`config.mk`:
```
export PLATFORM = sky130hd
export DESIGN_NAME = serial_sum_deser
export DESIGN_NICKNAME = d
export VERILOG_FILES = /design/src/rtl/serial_adder_pkg.sv /design/src/rtl/sa_shift_collect.sv /design/src/rtl/serial_sum_deser.sv
export SDC_FILE = /design/constraint.sdc
export NUM_CORES = 1
export LEC_CHECK = 0
export CAP_MARGIN = 30
export CELL_PAD_IN_SITES_DETAIL_PLACEMENT = 0
export CELL_PAD_IN_SITES_GLOBAL_PLACEMENT = 1
export CORE_MARGIN = 5
export CORE_UTILIZATION = 40
export CTS_BUF_LIST = sky130_fd_sc_hd__clkbuf_4
export CTS_CLUSTER_SIZE = 12
export DETAILED_ROUTE_END_ITERATION = 8
export PLACE_DENSITY_LB_ADDON = 0.15
export SLEW_MARGIN = 40
export SYNTH_ARGS = -nofsm -noshare
export SYNTH_HDL_FRONTEND = slang
export SYNTH_SLANG_ARGS = --single-unit
```
`constraint.sdc`:
```
create_clock -name clk -period 2.3 [get_ports clk]
set_input_delay 0.69 -clock clk [delete_from_list [all_inputs] [get_ports clk]]
set_output_delay 0.69 -clock clk [all_outputs]
set_load 0.02 [all_outputs]
```
`src/rtl/serial_adder_pkg.sv`:
```
// Shared types and defaults for the serial adder receive path.
// Holds the deserializer state encoding and the default frame width.
package serial_adder_pkg;

    localparam int DEFAULT_WIDTH = 8;

    typedef enum logic [1:0] {
        IDLE  = 2'd0,
        SHIFT = 2'd1,
        HOLD  = 2'd2
    } deser_state_t;

endpackage

```
`src/rtl/sa_shift_collect.sv`:
```
// Indexed capture register plus bit counter for one LSB-first frame.
// A clear in the same cycle as a shift places the incoming bit at index 0.
module sa_shift_collect
    import serial_adder_pkg::*;
#(
    parameter int WIDTH = DEFAULT_WIDTH
) (
    input  logic             clk,
    input  logic             rst,
    input  logic             i_clear,
    input  logic             i_shift,
    input  logic             i_bit,
    output logic [WIDTH-1:0] o_data,
    output logic             o_load,
    output logic             o_last
);

    localparam int CW = (WIDTH > 1) ? $clog2(WIDTH) : 1;

    logic [CW-1:0]    r_cnt;
    logic [WIDTH-1:0] r_shift;
    logic [CW-1:0]    w_idx;
    logic [WIDTH-1:0] w_next;

    always_comb begin
        w_idx         = i_clear ? '0 : r_cnt;
        w_next        = r_shift;
        w_next[w_idx] = i_bit;
    end

    assign o_last = (w_idx == CW'(WIDTH - 1));
    assign o_load = i_shift & o_last;
    assign o_data = w_next;

    // Counter returns to zero after the last bit so it never wraps past WIDTH-1.
    always_ff @(posedge clk or negedge rst) begin
        if (!rst) begin
            r_cnt   <= '0;
            r_shift <= '0;
        end else if (i_shift) begin
            r_shift <= w_next;
            r_cnt   <= o_last ? '0 : w_idx + CW'(1);
        end else if (i_clear) begin
            r_cnt   <= '0;
        end
    end

endmodule

```
`src/rtl/serial_sum_deser.sv`:
```
// Collects an LSB-first sum/cout bit stream into one parallel result (valid/ready).
// Result is valid 1 clk after the last bit; input dropped while holding sets sticky overrun.
module serial_sum_deser
    import serial_adder_pkg::*;
#(
    parameter int WIDTH = DEFAULT_WIDTH
) (
    input  logic             clk,
    input  logic             rst,
    input  logic             start,
    input  logic             bit_valid,
    input  logic             sum_in,
    input  logic             cout_in,
    output logic             out_valid,
    input  logic             out_ready,
    output logic [WIDTH-1:0] out_sum,
    output logic             out_cout,
    output logic             overrun,
    output logic             frame_err
);

    deser_state_t     r_state;
    deser_state_t     w_state_nxt;
    logic [WIDTH-1:0] r_out_sum;
    logic             r_out_cout;
    logic             r_overrun;
    logic             r_frame_err;

    logic             w_hs;
    logic             w_clear;
    logic             w_shift;
    logic             w_load;
    logic             w_last;
    logic             w_ovr_set;
    logic             w_ferr_set;
    logic [WIDTH-1:0] w_data;

    // A start is honoured anywhere except a HOLD that is not being drained.
    assign w_hs    = (r_state == HOLD) & out_ready;
    assign w_clear = start & ((r_state != HOLD) | out_ready);
    assign w_shift = bit_valid & ((r_state == SHIFT) | w_clear);

    sa_shift_collect #(
        .WIDTH (WIDTH)
    ) u_collect (
        .clk     (clk),
        .rst     (rst),
        .i_clear (w_clear),
        .i_shift (w_shift),
        .i_bit   (sum_in),
        .o_data  (w_data),
        .o_load  (w_load),
        .o_last  (w_last)
    );

    always_comb begin
        w_state_nxt = r_state;
        w_ovr_set   = 1'b0;
        w_ferr_set  = 1'b0;
        case (r_state)
            IDLE: begin
                if (start) w_state_nxt = SHIFT;
            end
            SHIFT: begin
                w_ferr_set = start;
                if (w_load) w_state_nxt = HOLD;
            end
            HOLD: begin
                if (w_hs)
                    w_state_nxt = start ? SHIFT : IDLE;
                else
                    w_ovr_set = bit_valid | start;
            end
            default: w_state_nxt = IDLE;
        endcase
    end

    always_ff @(posedge clk or negedge rst) begin
        if (!rst) begin
            r_state     <= IDLE;
            r_out_sum   <= '0;
            r_out_cout  <= 1'b0;
            r_overrun   <= 1'b0;
            r_frame_err <= 1'b0;
        end else begin
            r_state <= w_state_nxt;
            if (w_load) begin
                r_out_sum  <= w_data;
                r_out_cout <= cout_in;
            end
            if (w_ovr_set)  r_overrun   <= 1'b1;
            if (w_ferr_set) r_frame_err <= 1'b1;
        end
    end

    assign out_valid = (r_state == HOLD);
    assign out_sum   = r_out_sum;
    assign out_cout  = r_out_cout;
    assign overrun   = r_overrun;
    assign frame_err = r_frame_err;

    logic w_unused;
    assign w_unused = w_last;

endmodule

```
**Word level (Yosys, flattened, before mapping)**

Cells that the tools add are included.
Widths: inputs -> output; s select.

- Flip-flop bits (word level): 24
- Bits of input ports: 7
- Output and inout port bits: 12
- Word-level logic and storage cells: 41

- Reductions and logical operators: 3
- Equal/unequal tests: 7
- $add $sub $neg: 1
- Mux-type cells: 14
- $lt $le $gt $ge: 2
- Bitwise logic cells: 7

Operator list:

| cell | count |
|---|---|
| $mux 3 | 3 |
| $bwmux 8 | 1 |
| $mux 2 | 3 |
| $pmux 2 s3 | 1 |
| $mux 1 | 5 |
| $and 1x1->1 | 4 |
| $lt 3x4->1 const B | 1 |
| $ne 2x1->1 const B | 2 |
| $ne 2x2->1 const B | 2 |
| $add 3x1->3 const B | 1 |
| $demux 1 s3 | 1 |
| $eq 3x3->1 const B | 1 |
| $ge 3x1->1 const B | 1 |
| $or 1x1->1 | 3 |
| $reduce_and 3->1 | 1 |
| $eq 2x1->1 const B | 1 |
| $eq 2x2->1 const B | 1 |
| $logic_not 2->1 | 1 |
| $logic_and 1x1->1 | 1 |

**Depth between registers and ports, before layout**

- Depth in word-level cells: 9
- Mapped depth: 9
- Mapped depth without buffers: 7

**Modules after synthesis**

A second synthesis with hierarchy kept.

- Cells, all modules: 102
- Area, all modules: 1233.7 µm²

Modules (own cells, without submodules):

| module | cells an instance | area an instance (µm²) | instances | sequential area each (µm²) |
|---|---|---|---|---|
| sa_shift_collect | 63 | 670.6 | 1 | 275.3 |
| serial_sum_deser | 39 | 563.0 | 1 | 325.3 |

**Least setup slack after synthesis**

Ideal clock, no wire load.

- Path type: input -> register
- Start: input port out_ready
- End: register r_out_sum[0] (netlist: out_sum[0])
- Cell stages on the path: 8
- Setup time: 0.125 ns
- Slack: -0.321 ns
- Arrival: 2.497 ns
- Buffers on the path: 2
- Cell sequence: or3b_4 > buf_6 > a21oi_1 > ha_1 > ha_1 > nor3b_1 > buf_2 > mux2_2

- Word-level cells in the longest chain between the ends: 8

Ends and longest elaborated chain:

| item | line | source |
|---|---|---|
| start: declaration | serial_sum_deser.sv:15 | `input logic out_ready,` |
| $or 1x1->1 (*) | serial_sum_deser.sv:40 | `assign w_clear = start & ((r_state != HOLD) \| out_ready);` |
| $and 1x1->1 (*) | serial_sum_deser.sv:40 |  |
| $mux 3 | - |  |
| $lt 3x4->1 (implied by the code) / $ge 3x1->1 (equally long branches) | sa_shift_collect.sv:28 | `w_next[w_idx] = i_bit;` |
| $logic_and 1x1->1 (implied by the code) | sa_shift_collect.sv:28 |  |
| $mux 1 (implied by the code) | sa_shift_collect.sv:28 |  |
| $demux 1 s3 | - |  |
| $bwmux 8 | sa_shift_collect.sv:28 |  |
| end signal: assignment | serial_sum_deser.sv:88 | `r_out_sum <= w_data;` |
| end: declaration | serial_sum_deser.sv:24 | `logic [WIDTH-1:0] r_out_sum;` |

Mark *: on every way between the ends. The rest lies on a longest branch, timed or not.
A chain may end at the register's enable or synchronous reset.

**Worst setup path in the final report**

Same ends and word-level chain as after synthesis.

==> impl_summary.md <==
Synth
The post-synthesis cell type with the largest combined area is dfrtp_1. The register bit total from synthesis is 24. The yosys synthesis warning count is 0. After Yosys synthesis, XOR and XNOR cells account for less than 1% of the synthesized area. The post-synthesis simple-gate area fraction is 12.5%. The proportion of synthesized chip area in sequential cells is 47.3%. In the synthesized netlist the dominant register cell turns out to be dfrtp_1.

After synthesis the cells add up to 1270 um2. Counting flops with a built-in enable in the synthesized netlist gives 0. The average footprint of a synthesized cell is 12.2 um2. The combinational family with the most area after synthesis is multiplexers.

The async set or reset register ratio after synthesis is between 90% and 100%. Of the total synthesized cell area, the portion taken by full adders, half adders and majority gates is 1.97%. The post-synthesis cell count is 104.

By count the netlist is led by dfrtp_1, mux2_1, nor2_1. After synthesis, the netlist uses 27 different library cells. The fraction of post-synthesis cell area in the top cell type by area is 47.3%. The most repeated cell in the gate-level netlist after synthesis is dfrtp_1. Ranked by total cell area, the synthesized netlist is headed by dfrtp_1, mux2_1, mux2_2. The proportion of synthesized area in mux cells is 24.0%. The number of nets in the synthesized netlist is 113. The complex-gate fraction of the synthesized area is 10.9%.

Floorplanning
The starting utilization of the core area is 41.6%. The chip width is 66.3 um. The number of ports placed on the die boundary is 19.

The site row count is 20. The height of the chip is between 60 and 70 um. The core area is 3050 um2. The area enclosed by the die boundary is 4400 um2.

Layout
The net count of the finished layout is 148. After filler insertion, the fill cell instance count of the layout stands at 277. With fillers left out, the area of the finished cells amounts to 1750 um2. Cells fill 57.3% of the core in the end. The number of inserted diodes is 0. The post-synthesis to final-layout area growth is 37.9%. The share of layout cells above drive strength 1 is 36.2%.

Placement
The quantity of I/O buffers inserted on ports is 18. The placed wire-length estimate is 2.00 mm. At the end of routability-driven placement, the weighted congestion stood at roughly 0.76. The area after detailed placement is 1660 um2.

STA
The final setup violation count is 0. The smallest clock period supported by the final layout is computed as 2.16 ns. Setup repair after global routing left no endpoint under its margin. The final hold violation count is 0. The worst pin sits at a relative slew slack of 68.4%. The post-route clock skew is about 0.010 ns. The actual transition at the worst max-transition pin is roughly 0.47 ns. The share of the cycle needed by the critical path after routing is 94.0%.

For this run, the top clock speed supported by timing is 0.463 GHz. The count of pins over their slew limit was 0. Final hold analysis gives a worst-case slack of 0.479 ns.

Hold path
Counting instances, the worst hold path has a depth of 1. The class of the tightest hold or removal check is reg2reg. The worst hold path terminates at frame_err. The worst hold path startpoint is frame_err.

Setup path
The worst setup path is captured at a register. The type of the worst setup path is in2reg. Of all nets on the critical path, the largest fanout is 4. The worst reg-to-reg setup slack is 0.16 ns.

The number of cells on the worst reg-to-reg path is 8. Data on the critical path is required at its endpoint by 2.52 ns. The capture point of the worst reg-to-reg path is out_sum[0]. The origin of the critical flop-to-flop path is r_state[1].

STA puts the critical path data arrival time at 2.38 ns. The category of the worst setup path launch point is an input port.

Run
Max-cap violations in this run came to 0.

Global routing
The number of antenna violations at the first check in global routing is 0. The global-route congestion overflow total is 0. The aggregate global-route resource usage is 14.3%.

Entering global routing, the biggest net connects 25 pins. The global-route wire length before repair is 4.88 mm. The via count of the first global-routing pass is about 950.

Clock tree
The tree is rooted in a clkbuf_4. The CTS tree is done. Counting the buffers created by CTS gives 3.

At the later pin of the worst-skew pair, clock insertion delay measures 0.32 ns. After clock tree synthesis, the clock-pin slew on the worst setup and hold paths is roughly 0.13 ns. The number of sinks driven by the clock tree is 24. CTS built an H-tree with a depth of 1. The clock passes through at most 2 buffers.

Detailed routing
The detail route stage leaves a number of antenna-violating nets equal to 0. The detailed-route wire length is 2.71 mm. The routed layout has 882 vias. The number of detailed-route iterations in the first pass is 4.

Dividing the detail-routed wire length by the instance count gives 14.9 um. The violation count after the first detailed-routing iteration is 32. In the routed design, unresolved DRC markers number 0. In the routed layout, each cell is associated on average with a via count of 4.85.

Power and ir drop
The maximum VDD drop is 0.000298 V. The analysis attributes to cell leakage a power of 0.000786 uW. The sum of internal, switching and leakage power is about 970 uW. The power per cell area is 557 nW/um2.

Status
The run finished with clean final reports.
## worst max-delay path, stage by stage
cell and delay [ns]:
clkbuf_2 0.09, or3b_4 0.43, nand2_2 0.08, and2_4 0.16, ha_4 0.14, ha_4 0.12, nor3b_4 0.21, buf_4 0.18
mux2_4 0.29
## repair_timing
item | in CTS | in global routing
hold endpoints to repair | 0 | 0
endpoints found under the setup margin | 10 | 15
pin swaps | 3 | 1
resized for setup | 3 | 6
hold buffers | 0 | 0
cloned | 0 | 0
buffers inserted | 1 | 1
## metrics by stage
| step | worst slack [ns] | setup TNS, ns | instances |
|---|---|---|---|
| 6_report | 0.138 | 0 | 182 |
| 5_1_grt | 0.0744 | 0 | 182 |
| 4_1_cts | 0.00356 | 0 | 181 |
| 3_5_place_dp | -0.611 | -8.29 | 176 |
| 3_3_place_gp | -0.547 | -7.87 | 176 |
| 2_1_floorplan | -0.192 | -1.73 | 104 |
## sequential cells by signal, summed over array words and instances, names as in the netlist
name,flops
frame_err,1
out_cout,1
out_sum,8
overrun,1
r_state,2
u_collect.r_cnt,3
u_collect.r_shift,8
## how the worst max path moves through the flow
| stage | startpoint | endpoint | cells after the start |
|---|---|---|---|
| 2_1_floorplan | out_ready | out_cout | 9 |
| 3_3_place_gp | out_ready | out_sum[3] | 9 |
| 3_5_place_dp | out_ready | out_cout | 9 |
| 4_1_cts | start | u_collect.r_cnt[2] | 7 |
| 5_1_grt | r_state[1] | out_cout | 8 |
| 6_report | out_ready | out_sum[0] | 9 |
## per-layer routing
metal | GRT usage (%) | part of all wire [%]
met1 | 21.5 | 51
met2 | 21.7 | 45
met3 | 2.04 | 2.7
met4 | 3.05 | 0.88
met5 | 0 | 0
## where the power goes
| group | leakage (uW) | internal (uW) | switching (uW) | total, uW |
|---|---|---|---|---|
| Clock | 0.0000279 | 176 | 136 | 313 |
| Combinational | 0.000444 | 88.1 | 79.5 | 168 |
| Sequential | 0.000314 | 462 | 31.7 | 493 |
| Total | 0.000786 | 726 | 248 | 974 |
## placed cells by master (no fill, tap or decap), types with 2 or more instances in the layout
master / netlist / layout
mux2_1: 20 / 16
buf_4: 0 / 15
dlymetal6s2s_1: 0 / 2
nor2b_1: 2 / 2
mux2_4: 0 / 9
nand2b_1: 4 / 4
mux2_2: 7 / 2
nor3_1: 3 / 2
clkdlybuf4s50_1: 0 / 15
a211oi_2: 5 / 5
nor2_1: 9 / 8
nand4_1: 3 / 3
clkbuf_4: 0 / 3
dfrtp_1: 24 / 24
ha_4: 0 / 2
nand2_1: 6 / 5
## cell type report
class	count	area, um2	share of cell area (%)
Clock buffer	3	22.5	1.29
Clock inverter	1	30.0	1.72
Inverter	2	7.51	0.429
Multi-Input combinational cell	74	729	41.7
Sequential cell	24	601	34.3
Tap cell	44	55.1	3.15
Timing Repair Buffer	34	304	17.4
## cells by family (layout without fill, tap and decap cells)
logic type               Yosys count  in the layout
flip-flops                        24             24
AND/OR/NAND/NOR                   31             31
multiplexers                      27             27
XOR/XNOR                           1              1
AO/OA/AOI/OAI                     13             13
adder cells (fa/ha/maj)            2              2
buffers and inverters              6             40
Note: power is estimated with default switching activity, not from simulation.
